$ cat src/rtl/mem_io_capture.sv
// Captures each distinct in-window CPU store as an {addr, data} entry in a show-ahead FIFO.
// Latency: entry visible one posedge after the store. No backpressure: when full, stores are dropped and counted.

module mem_io_fifo #(
    parameter int DEPTH = 8,
    parameter int WIDTH = 24
) (
    input  logic                       clk,
    input  logic                       rst,
    input  logic                       push,
    input  logic                       pop,
    input  logic [WIDTH-1:0]           wdat,
    output logic [WIDTH-1:0]           rdat,
    output logic                       full,
    output logic                       empty,
    output logic [$clog2(DEPTH):0]     count
);

    localparam int AW = $clog2(DEPTH);
    localparam int CW = AW + 1;

    logic [WIDTH-1:0] mem [DEPTH];
    logic [AW-1:0]    wr_ptr;
    logic [AW-1:0]    rd_ptr;
    logic             pop_ok;
    logic             push_ok;

    assign empty   = (count == '0);
    assign full    = (count == CW'(DEPTH));
    assign pop_ok  = pop && !empty;
    // A full FIFO still accepts a push when the head leaves in the same cycle.
    assign push_ok = push && (!full || pop_ok);
    assign rdat    = mem[rd_ptr];

    always_ff @(posedge clk) begin
        if (rst) begin
            wr_ptr <= '0;
            rd_ptr <= '0;
            count  <= '0;
        end else begin
            if (push_ok) wr_ptr <= wr_ptr + AW'(1);
            if (pop_ok)  rd_ptr <= rd_ptr + AW'(1);
            case ({push_ok, pop_ok})
                2'b10:   count <= count + CW'(1);
                2'b01:   count <= count - CW'(1);
                default: count <= count;
            endcase
        end
    end

    always_ff @(posedge clk) begin
        if (!rst && push_ok) mem[wr_ptr] <= wdat;
    end

endmodule

module mem_io_capture #(
    parameter int         DEPTH   = 8,
    parameter logic [7:0] ADDR_LO = 8'h00,
    parameter logic [7:0] ADDR_HI = 8'hFF
) (
    input  logic                       clk,
    input  logic                       rst,
    input  logic                       MemRW_IO,
    input  logic [7:0]                 MemAddr_IO,
    input  logic [15:0]                MemD_IO,
    input  logic                       rd_ready,
    output logic                       rd_valid,
    output logic [7:0]                 rd_addr,
    output logic [15:0]                rd_data,
    output logic [$clog2(DEPTH):0]     count,
    output logic                       overflow,
    output logic [7:0]                 drop_cnt
);

    typedef struct packed {
        logic [7:0]  addr;
        logic [15:0] data;
    } entry_t;

    logic [24:0] prev;
    logic [24:0] cur;
    logic [8:0]  lo_diff;
    logic [8:0]  hi_diff;
    logic        in_win;
    logic        wr_evt;
    logic        full;
    logic        empty;
    logic        push;
    logic        pop;
    logic        drop;
    entry_t      wr_entry;
    entry_t      head;

    assign cur = {MemRW_IO, MemAddr_IO, MemD_IO};

    // Window test via borrow bits so a window edge at 0 or 255 is not a constant compare.
    assign lo_diff = {1'b0, MemAddr_IO} - {1'b0, ADDR_LO};
    assign hi_diff = {1'b0, ADDR_HI} - {1'b0, MemAddr_IO};
    assign in_win  = !lo_diff[8] && !hi_diff[8];

    assign wr_evt   = MemRW_IO && in_win && (cur != prev);
    assign pop      = rd_valid && rd_ready;
    assign drop     = wr_evt && full && !pop;
    assign push     = wr_evt && !drop;
    assign wr_entry = '{addr: MemAddr_IO, data: MemD_IO};

    mem_io_fifo #(
        .DEPTH (DEPTH),
        .WIDTH ($bits(entry_t))
    ) u_fifo (
        .clk   (clk),
        .rst   (rst),
        .push  (push),
        .pop   (pop),
        .wdat  (wr_entry),
        .rdat  (head),
        .full  (full),
        .empty (empty),
        .count (count)
    );

    assign rd_valid = !empty;
    assign rd_addr  = rd_valid ? head.addr : 8'h00;
    assign rd_data  = rd_valid ? head.data : 16'h0000;

    always_ff @(posedge clk) begin
        if (rst) begin
            prev     <= '0;
            overflow <= 1'b0;
            drop_cnt <= 8'h00;
        end else begin
            prev <= cur;
            if (drop) begin
                overflow <= 1'b1;
                if (drop_cnt != 8'hFF) drop_cnt <= drop_cnt + 8'h01;
            end
        end
    end

endmodule

$ cat config.mk
export PLATFORM = sky130hd
export DESIGN_NAME = mem_io_capture
export DESIGN_NICKNAME = d
export VERILOG_FILES = /design/src/rtl/mem_io_capture.sv
export SDC_FILE = /design/constraint.sdc
export NUM_CORES = 1
export LEC_CHECK = 0
export ABC_AREA = 1
export ABC_CLOCK_PERIOD_IN_PS = 4000
export BUFFER_PORTS_ARGS = -buffer_cell sky130_fd_sc_hd__buf_2
export CAP_MARGIN = 40
export CORE_ASPECT_RATIO = 0.8
export CORE_MARGIN = 10
export CORE_UTILIZATION = 45
export CTS_BUF_LIST = sky130_fd_sc_hd__clkbuf_8
export CTS_CLUSTER_SIZE = 30
export DETAILED_ROUTE_END_ITERATION = 7
export PLACE_DENSITY = 0.72
export SLEW_MARGIN = 20
export SYNTH_ARGS = -nofsm -noshare
export SYNTH_HDL_FRONTEND = slang
export SYNTH_SLANG_ARGS = --single-unit
$ cat constraint.sdc
create_clock -name clk -period 4 [get_ports clk]
set_input_delay 0.8 -clock clk [delete_from_list [all_inputs] [get_ports clk]]
set_output_delay 0.8 -clock clk [all_outputs]
set_load 0.02 [all_outputs]
# Word-level counts from Yosys, hierarchy flattened
# Memory sizes are Yosys's and may differ from the RTL's. A register that Yosys moved wholly into a read port is not among the register bits.
# Cells that the tools add are included.
# Widths: inputs -> output; s select.
# classes
n_reduce_logical	19
add_sub_neg	6
n_eq_ne	5
n_mux	7
# ops
operator	n
$ne 25x25->1	1
$mux 16	1
$logic_and 1x1->1	9
$sub 8x8->9 const A	1
$add 8x1->8 const B	1
$mux 8	1
$ne 8x8->1 const B	1
$pmux 4 s2	1
$add 3x1->3 const B	2
$logic_not 1->1	6
$mux 3	2
$add 4x1->4 const B	1
$eq 4x4->1 const B	1
$logic_not 4->1	1
$sub 4x1->4 const B	1
$eq 2x1->1 const B	1
$eq 2x2->1 const B	1
$mux 1	2
$reduce_and 2->1	1
$reduce_bool 2->1	1
$logic_or 1x1->1	1
# totals
ff_bits	44
ramBits	192
mem_count	1
input_bits	28
# mem_list
name	words	width	read_ports	rd_ports_with_merged_regs	write_ports	line	source
u_fifo.mem	8	24	1	1	1	22	logic [WIDTH-1:0] mem [DEPTH];

# Depth between registers and ports, before layout
# Gate-level depths: netlist (run 1).
# depth
ltp_word	12
ltp_mapped	20
depth_no_buf	20

# Modules after synthesis
# A second synthesis (run 1) with hierarchy kept.
# unflattened
cells_unflattened	947
hier_area_um2	10236.1
# by_module_without_submodules
mod	n_inst	area_each_um2	cells_each
mem_io_fifo	1	8159.1	584
mem_io_capture	1	2077.0	363

# Worst setup path before layout (run 1)
# OpenSTA, ideal clock, no wires.
# synth_path
path_type	in2reg
from	input port MemD_IO[3]
to	memory u_fifo.mem[6][0], enable pin
path_slack_ps	388
setup_ps	435
n_path_buf	0
path_stages	11
arrival_time_ps	3176
cell_sequence	inv_1 -> nand2_1 -> nand2_1 -> nor2_1 -> nand2_1 -> nor2_2 -> nand2_1 -> nor2_4 -> nor3_2 -> nand2_1 -> nor3_1
# synth_via
elab_chain_cells	10
# synth_lines
element	line	source
from (decl)	66	input logic [15:0] MemD_IO,
$ne 25x25->1 *	102	assign wr_evt = MemRW_IO && in_win && (cur != prev);
$logic_and 1x1->1 *	102	
$logic_and 1x1->1 (2 in a row)	104	assign drop = wr_evt && full && !pop;
$logic_not 1->1	105	assign push = wr_evt && !drop;
$logic_and 1x1->1 *	105	
$logic_and 1x1->1 *	32	assign push_ok = push && (!full || pop_ok);
$logic_and 1x1->1 *	52	if (!rst && push_ok) mem[wr_ptr] <= wdat;
$mux 1 *	52	
$mux 1 (implied by the code) *	52	
to (decl)	22	
# Every way passes the cells marked *; elsewhere a longest branch is shown, timed or not.

==> results of run 1 <==
through the flow:
stage | std cells | hold slack [ps] | setup WS, ps | power, mW | area (um^2)
final | 1284 | 453 | 635 | 6.64 | 11100
after global routing | 1283 | 500 | 386 | 7.03 | 11100
after global placement | 1213 | 437 | 777 | 4.73 | 10400
after CTS | 1283 | 457 | 588 | 6.71 | 11100
after floorplan | 900 | 433 | 388 | 4.13 | 9760
after detailed placement | 1215 | 448 | 655 | 4.80 | 10400
cells in the mapped netlist, types with 3 or more instances:
cell	number	area share [%]
buf_4	4	0.31
dfxtp_1	47	9.6
edfxtp_1	192	59
o21ai_1	5	0.26
inv_1	64	2.5
xor2_1	4	0.36
nor3_1	3	0.15
buf_2	9	0.46
nand3_1	11	0.56
inv_2	6	0.23
nand4_1	7	0.45
ha_1	6	0.77
o22ai_1	24	1.5
nand2_1	102	3.9
nor2_2	3	0.19
o21ai_0	122	6.3
nor2_1	204	7.8
clkbuf_1	30	1.2
a21oi_1	14	0.72
a31oi_1	24	1.5
xnor2_1	6	0.54
critical path, delay by kind of cell (launching register included):
family / cells / cell delay (ps)
compound gates: 4 / 710
buf+inv: 3 / 1000
flops: 1 / 330
worst max-delay path by stage:
stage	startpoint	endpoint	slack, ps	depth (start not counted)
after floorplan	MemD_IO[3]	u_fifo.mem[6][0]	390	11
after global placement	MemAddr_IO[3]	u_fifo.count[3]	780	21
after detailed placement	MemAddr_IO[3]	u_fifo.count[3]	650	21
after CTS	flop	rd_data[14]	590	7
after global routing	flop	rd_data[13]	390	7
final	flop	rd_data[14]	630	7
power by group:
group	internal [mW]	switching (mW)
clock network	1.00	0.916
logic	0.592	1.31
registers	2.77	0.0503
total	4.36	2.28
flip-flops by register name, indices dropped and copies added, names as in the netlist, named ones only:
name / count
u_fifo.mem: 192
prev: 25
drop_cnt: 8
u_fifo.count: 4
u_fifo.rd_ptr: 3
u_fifo.wr_ptr: 3
overflow: 1
final cells by class:
cell class	instances	area, um^2
diodes	1	2.50
clock buffers	44	606
clock inverters	24	97.6
fillers	1812	10300
inverters	70	263
multi-input cells	547	2620
flip-flops and latches	239	6710
well taps	275	344
repair buffers	84	500
cell usage in the layout, fill, tap and decap left out, drive strengths merged:
cell / instances
nor2: 209
clkbuf: 44
nand2: 103
nor4: 1
xnor2: 6
a21oi: 16
ha: 6
a31oi: 24
nand3: 13
o21ai: 127
nand4: 8
o22ai: 24
diode: 1
a211oi: 1
clkinv: 7
xor2: 4
buf: 84
edfxtp: 192
dfxtp: 47
clkinvlp: 1
nor3: 4
inv: 86
fa: 1
metal layers:
layer	vias to the layer above	share of wire, %
met4	2	1.6
met2	181	45
met3	35	6.4
met1	3202	47
li1	3262	-
met5	-	0.051
cell families after synthesis:
kind of cell	after synthesis	share of synthesized area, %
AO/OA/AOI/OAI	192	10.6
XOR/XNOR	10	0.897
adder cells (fa/ha/maj)	7	0.974
buffers and inverters	114	4.73
flip-flops	239	68.7
AND/OR/NAND/NOR	338	14.1
==> reports/results.ini, run 1 <==
[sta]
drv_slew=0
fmax_ghz=0.297
max_slew_margin_pct=48.2
period_share_pct=84.1
hold_viol=0
finalCriticalPeriod_ps=3370
fin_skew_ps=29.9
setup_tns_ps=0
rsz0062_at_grt=false
tightest_slew_ps=775
setup_viol=0

[logic_synthesis]
ys.flop_type=edfxtp_1
ys_seq_elements=239
syn_area_um2=9760
synth_fp_nets=935
async_flop_share_pct=0
synth-edff-count=192
synth_seq_area_share_pct=68.7
syn_avg_cell_area_um2=10.8
synth.distinct_cells=31
yosysWarnings=0
postSynthCellCount=900

[routing]
drt-pass1-iter-count=5
wirelength_um=21600
vias=6682
drtAntennaViolNets=0
viasPerCell=5.20
post-route-drc-count=0
drtIter0Drc=502
wl_per_cell_um=16.8

[global_routing]
globalRoute.totalOverflow=0
grt.met1_usage_pct=21.0
grt_first_pass_wirelength_um=34400
grt-busiest-layer=met2
use_met3_pct=4.00
grt_max_degree=53
antenna_found_initial=2
use_met2_pct=24.3
grt_pass1_vias=6599
grt.total_usage_pct=15.6

[worst_hold_path]
min-delay-start=overflow
whs_endpoint=overflow
min_path_type=flop to flop
whs_path_depth=2

[worst_setup_path]
critPathRequiredTime_ps=3200
crit_chain=buf_4 -> buf_12 -> o21ai_0 -> o22ai_1 -> o21ai_0 -> a31oi_1 -> buf_2
reg2reg_from=prev[17]
rr_worst_depth=20
cp-start-kind=flop
cpPeakStageDelay_ps=460
worst_r2r_endpoint=u_fifo.count[3]
reg2reg_slack_ps=1320
cp_common_cell=o21ai_0
critPathCaptureType=output pin
slowest_stage=buf_4
path_class=flop to output pin
critical_path_arrival_ps=2570
critPathMaxFanout=49

[cts]
clk_pin_slew_ps=60
clock_sinks=239
insertion_delay_ps=530
cts_tree=yes
clockBufferDepth=3
post_cts_buffers=0
post_cts_resized=0
hold_buffers=0
htree_levels=2
root_buffer=clkbuf_8
numCtsBuffers=38

[floorplanning]
rows=48
initial_core_util_pct=45.5
die_w_um=185
die_h_um=152
io_pins=66
core_area_um2=21400
die_area_um2=28000

[layout]
syn_to_final_growth_pct=14.1
nets=1015
drive_gt1_share_pct=15.9
final_util_pct=51.9

[run]
cap_viol_max_count=0

[power]
peakVddDrop_uv=314
cellLeakagePower_nw=4.23
power.density_nw_per_um2=596

[place]
routabilityCongestion=0.828
port_buffers=65
dp_hpwl_um=12800

[outcome]
outcome=complete, no violations

(Power assumes the default switching activity.)
==> inputs of run 2 (changes only) <==
ABC_CLOCK_PERIOD_IN_PS = 2800   (was 4000)
PLACE_DENSITY = 0.75   (was 0.72)
clock period = 2.8 ns   (was 4 ns; I/O delays follow)
==> run 2 against run 1 <==
Clock skew down 15 ps. Setup slack got worse by 540 ps. Cell count up 2.5%. Register-to-register slack worse by 1100 ps. Critical path depth decreased by 1. First-iteration DRC count rose by 22%. Non-clock buffer count up 32. Final area increased by 4.2%. Wire length is 11% higher. Critical path type unchanged. Largest power group unchanged.
==> reports/results.ini, run 2 (synthesis results as in run 1) <==
[routing]
wirelength_um=24000  ; +11%
viasPerCell=5.30  ; +1.8%
wl_per_cell_um=18.2  ; +8.1%
vias=6970  ; +4.3%
drt-pass1-iter-count=6  ; +1
post-route-drc-count=0  ; unchanged
drtIter0Drc=612  ; +22%
drtAntennaViolNets=0  ; unchanged

[global_routing]
grt_pass1_vias=6762  ; +2.5%
grt_max_degree=97  ; +83%
globalRoute.totalOverflow=0  ; unchanged
grt.total_usage_pct=16.1  ; +0.54 points
grt_first_pass_wirelength_um=35300  ; +2.8%
antenna_found_initial=4  ; +2

[sta]
period_share_pct=96.5
setup_viol=0  ; unchanged
drv_slew=0  ; unchanged
tightest_slew_ps=508  ; -267 ps
fin_skew_ps=14.5  ; -15.3 ps
setup_tns_ps=0  ; unchanged
hold_viol=0  ; unchanged
max_slew_margin_pct=66.0  ; +18 points
fmax_ghz=0.370
worst_hold_slack_ps=267  ; -187 ps
finalCriticalPeriod_ps=2700

[worst_setup_path]
critPathCaptureType=output pin
cp_common_cell=nor2_1
path_class=flop to output pin
crit_chain=clkbuf_16 -> nor2_1 -> nor2_1 -> o21ai_0 -> a31oi_1 -> buf_2
worst_r2r_endpoint=u_fifo.count[3]
critical_path_arrival_ps=2140  ; -430 ps
reg2reg_from=prev[21]
slowest_stage=dfxtp_2
critPathRequiredTime_ps=2240  ; -960 ps
cpPeakStageDelay_ps=520  ; +60 ps
reg2reg_slack_ps=270  ; -1050 ps
rr_worst_depth=20  ; unchanged
critPathMaxFanout=48  ; -2.0%
cp-start-kind=flop

[power]
peakVddDrop_uv=316  ; +0.53%
seqPwrFrac_pct=41.4  ; -1.1 points
cellLeakagePower_nw=4.47  ; +5.8%
power.density_nw_per_um2=843  ; +41%
sw_frac_of_total_pct=34.7  ; +0.42 points
p_comb_share_pct=30.5  ; +1.8 points
p_int_mw=6.39  ; +46%
pwr-share-clk_pct=28.1  ; -0.8 points
p_sw_mw=3.40  ; +49%

[layout]
top_regs=u_fifo.mem x192, prev x25, drop_cnt x8
regMostFlops=u_fifo.mem
nets=1047  ; +3.2%
syn_to_final_growth_pct=19.0
antenna_cells=0  ; -1
final_common_cell=nor2_1
largest_reg_flops=192  ; unchanged
mostFrequentLayoutCells=nor2_1 (198), edfxtp_1 (192), o21ai_0 (122)
final_area_um2=11600  ; +4.2%
drive_gt1_share_pct=18.3  ; +2.5 points
final_util_pct=54.2  ; +2.2 points

[floorplanning]
initial_core_util_pct=45.5  ; unchanged
die_h_um=152  ; unchanged
core_area_um2=21400  ; unchanged
die_area_um2=28000  ; unchanged
io_pins=66  ; unchanged
die_w_um=185  ; unchanged
rows=48  ; unchanged

[place]
routabilityCongestion=0.742  ; -10%
port_buffers=65  ; unchanged
dp_hpwl_um=12800  ; -0.45%
dpl_cell_area_um2=10800  ; +3.4%

[cts]
hold_buffers=0  ; unchanged
numCtsBuffers=38  ; unchanged
insertion_delay_ps=540  ; about the same
clockBufferDepth=3  ; unchanged
post_cts_buffers=0  ; unchanged
htree_levels=2  ; unchanged
clk_pin_slew_ps=60  ; about the same
root_buffer=clkbuf_8
cts_tree=yes
post_cts_resized=0  ; unchanged
clock_sinks=239  ; unchanged

[worst_hold_path]
min-delay-start=MemD_IO[7]
whs_path_depth=3  ; +1
min_path_type=input pin to flop
whs_endpoint=prev[7]

[outcome]
outcome=complete, no violations

[run]
cap_viol_max_count=0  ; unchanged

==> run 2: cell types whose count changed in the layout (fill, tap and decap cells not counted), sizes merged <==
cell	previous run	this run
buf	84	112
clkbuf	44	47
clkinv	7	3
diode	1	0
inv	86	92
==> run 2: final cells by class <==
cell class,instances,area [um^2]
Clock buffer,43,592
Clock inverter,26,111
Fill cell,1775,9830
Inverter,70,265
Multi-Input combinational cell,547,2620
Sequential cell,239,6710
Tap cell,275,344
Timing Repair Buffer,116,968
==> run 2: through the flow <==
stage	setup WS, ps	instances	total power, mW
after global routing	-13.0	1316	10.3
after detailed placement	-213	1243	6.93
after global placement	-94.8	1243	6.87
final	97.7	1316	9.79
after CTS	26.2	1312	9.65
after floorplan	-572	900	5.90
==> run 2: how the worst max path moves through the flow <==
| stage | slack [ps] | from | depth (start not counted) | end |
|---|---|---|---|---|
| finish | 100 | flop | 6 | rd_data[5] |
| global placement | -90 | MemAddr_IO[3] | 21 | u_fifo.count[3] |
| global route | -10 | flop | 7 | rd_addr[2] |
| detailed placement | -210 | MemAddr_IO[3] | 21 | u_fifo.count[3] |
| floorplan | -570 | MemD_IO[3] | 11 | u_fifo.mem[6][0] |
| CTS | 30 | flop | 6 | rd_data[6] |
==> run 2: per-layer routing <==
| metal | global-route usage [%] | wire length [um] | vias to the layer above | share of wire [%] |
|---|---|---|---|---|
| met1 | 20.7 | 9990 | 3285 | 42 |
| li1 | - | - | 3328 | - |
| met5 | 0 | 48 | - | 0.20 |
| met4 | 5.47 | 312 | 8 | 1.3 |
| met3 | 4.41 | 2610 | 35 | 11 |
| met2 | 25.9 | 11000 | 314 | 46 |
==> run 2: critical path, delay by kind of cell (launching register included) <==
family          cells  cell delay (ps)
simple gates        2              190
flops               1              520
buf+inv             2              570
compound gates      2              330
==> run 2: power groups by stage <==
stage                     clock network [mW]  registers, mW  logic [mW]
after floorplan                            0           4.12        1.78
after global placement                     0           4.10        2.77
after detailed placement                   0           4.11        2.82
after CTS                               2.79           4.04        2.83
after global routing                    2.94           4.07        3.28
final                                   2.75           4.05        2.99
==> inputs of run 3 (changes only) <==
ABC_AREA = not set   (was 1)
ABC_CLOCK_PERIOD_IN_PS = 2700   (was 2800)
PLACE_DENSITY = 0.72   (was 0.75)
clock period = 2.7 ns   (was 2.8 ns; I/O delays follow)
==> run 3 against run 2 <==
The run now ends with setup timing left. Sequential power up 4%. Register-to-register slack worse by 710 ps. Critical path depth up 7. Combinational power about the same. Setup slack worse by 530 ps. Sequential share of layout area down 1.5 points. Final area up 2.7%. Cell count down 24%. Count of clock-buffer cells in the layout unchanged. Flip-flop and latch count unchanged. Hold slack worse by 11 ps. Largest power group unchanged.
==> reports/results.ini, run 3 <==
[sta]
worst_hold_slack_ps=256  ; -10.8 ps
setup_viol=5  ; +5
max_slew_margin_pct=57.1  ; -8.9 points
fin_skew_ps=14.4  ; -0.172 ps
finalCriticalPeriod_ps=3140
fmax_ghz=0.319
tightest_slew_ps=638  ; +130 ps
rsz0062_at_grt=true
finalWorstSetupSlack_ps=-436  ; -534 ps
hold_viol=0  ; unchanged
setup_tns_ps=-971  ; -971 ps
drv_slew=0  ; unchanged
period_share_pct=116

[logic_synthesis]
synth_top_area_share_pct=61.1  ; +2.0 points
synth.distinct_cells=45  ; +45%
yosysMostFrequentCell=edfxtp_1
synth_commonest_cells=edfxtp_1 (192), mux4_2 (48), dfxtp_1 (47)
ys_seq_elements=239  ; unchanged
synth_seq_area_share_pct=71.1  ; +2.4 points
postSynthCellCount=538  ; -40%
syn_area_um2=9440  ; -3.3%
syn_avg_cell_area_um2=17.5  ; +62%
synth_fp_nets=573  ; -39%
synth-edff-count=192  ; unchanged
yosysWarnings=0  ; unchanged
post-synth-top-area-cell=edfxtp_1
ys.flop_type=edfxtp_1
async_flop_share_pct=0  ; unchanged
synthTopCellsByArea=edfxtp_1 (61%), mux4_2 (11%), dfxtp_1 (10%)

[place]
dpl_cell_area_um2=10900  ; +0.88%
routabilityCongestion=0.867  ; +17%
dp.cells=911  ; -27%
dp_hpwl_um=13200  ; +3.6%
port_buffers=65  ; unchanged

[layout]
largest_reg_flops=192  ; unchanged
drive_gt1_share_pct=37.9  ; +20 points
final_util_pct=57.8  ; +3.6 points
final_area_um2=11900  ; +2.7%
syn_to_final_growth_pct=26.3
fin_cells=998  ; -24%
mostFrequentLayoutCells=edfxtp_1 (192), buf_2 (58), buf_4 (55)
nets=734  ; -30%
regMostFlops=u_fifo.mem
final_common_cell=edfxtp_1
top_regs=u_fifo.mem x192, prev x25, drop_cnt x8

[floorplanning]
core_area_um2=20600  ; -3.7%
die_h_um=150  ; -1.4%
die_w_um=182  ; -1.5%
die_area_um2=27200  ; -2.9%
rows=47  ; -2.1%
io_pins=66  ; unchanged
initial_core_util_pct=45.7  ; +0.20 points

[global_routing]
antenna_found_initial=1  ; -3
grt.total_usage_pct=15.2  ; -0.95 points
grt_pass1_vias=5723  ; -15%
grt_max_degree=49  ; -49%
grt_first_pass_wirelength_um=32200  ; -8.9%
globalRoute.totalOverflow=0  ; unchanged

[routing]
viasPerCell=5.30  ; about the same
drt-pass1-iter-count=5  ; -1
vias=5289  ; -24%
wirelength_um=21200  ; -12%
drtIter0Drc=330  ; -46%
post-route-drc-count=0  ; unchanged
drtAntennaViolNets=0  ; unchanged
wl_per_cell_um=21.3  ; +17%

[worst_setup_path]
cp-start-kind=flop
cp-startpoint=prev[23]
reg2reg_from=prev[23]
critical_path_arrival_ps=3580  ; +1440 ps
critPathMaxFanout=3  ; -94%
path_class=flop to flop
critPathRequiredTime_ps=3140  ; +900 ps
critPathCaptureType=flop

[power]
power.density_nw_per_um2=849  ; +0.66%
peakVddDrop_uv=687  ; +120%
cellLeakagePower_nw=4.19  ; -6.4%

[cts]
root_buffer=clkbuf_8
insertion_delay_ps=520  ; -20 ps
clockBufferDepth=3  ; unchanged
clock_sinks=239  ; unchanged
clk_pin_slew_ps=60  ; about the same
numCtsBuffers=37  ; -2.6%
cts_tree=yes
htree_levels=2  ; unchanged

[worst_hold_path]
min-delay-start=MemD_IO[4]
min_path_type=input pin to flop

[outcome]
outcome=finished with violations
violations=setup timing

[run]
cap_viol_max_count=0  ; unchanged

==> run 3: cells by family (layout without fill, tap and decap cells) <==
logic type	count (synthesis)	after routing	share of synthesized area [%]
xor gates and xnor gates	30	30	2.78
AOI/OAI and AO/OA	20	20	1.47
other	0	1	0
muxes	79	79	14.8
and+or+nand+nor	131	131	7.54
adders and majority gates	7	7	1.01
buffers and inverters	32	222	1.30
DFF	239	239	71.1
==> run 3: critical path, cell delays in order, from the launching register on <==
cell	delay, ps
dfxtp_2	330
xor2_1	160
or4_1	510
or4_4	440
o21ai_4	190
nor2_2	80
inv_2	80
ha_4	150
ha_1	230
a21o_1	170
a21oi_2	170
xnor2_2	90
or3_1	320
a21oi_2	140
==> run 3: final timing paths <==
path / to / slack (ps) / cells past startpoint
worst max-delay path: u_fifo.count[3] / -440 / 13
worst min-delay path: u_fifo.mem[2][4] / 260 / 1
worst max register to register: u_fifo.count[3] / -440 / 13
worst min register to register: overflow / 480 / 2
==> run 3: routing by layer <==
layer	share of wire, %	wire, um	vias to the layer above	global-route usage (%)
li1	-	-	2431	-
met1	44	9420	2674	19.8
met2	48	10100	160	24.7
met3	6.4	1350	24	3.67
met4	1.4	297	0	4.67
met5	0	0	-	0
==> run 3: cell type report <==
class	count	area, um^2
Clock inverter	25	138
Inverter	10	37.5
Clock buffer	43	592
Timing Repair Buffer	144	1350
Multi-Input combinational cell	267	2760
Sequential cell	239	6710
Fill cell	1561	8720
Tap cell	269	337
Antenna cell	1	2.50
==> run 3: report_power, final <==
part	internal [mW]	total (mW)	switching [mW]
registers	4.10	4.22	0.116
clock network	1.56	2.90	1.34
logic	1.44	3.00	1.57
total	7.10	10.1	3.02
==> run 3: timing repair <==
action                                  in CTS  in global routing
gates cloned                                 0                  5
resized for setup                            2                 16
hold endpoints to repair                     0                  0
buffers inserted                             4                 11
hold buffers                                 0                  0
endpoints found under the setup margin      27                 50
pin swaps                                    2                  6
==> run 3: metrics by stage <==
step                setup slack [ps]  total power [mW]
global route                    -552              10.6
CTS                             -371              9.82
global placement                -665              6.83
detailed placement              -802              6.90
floorplan                       -456              5.94
finish                          -436              10.1
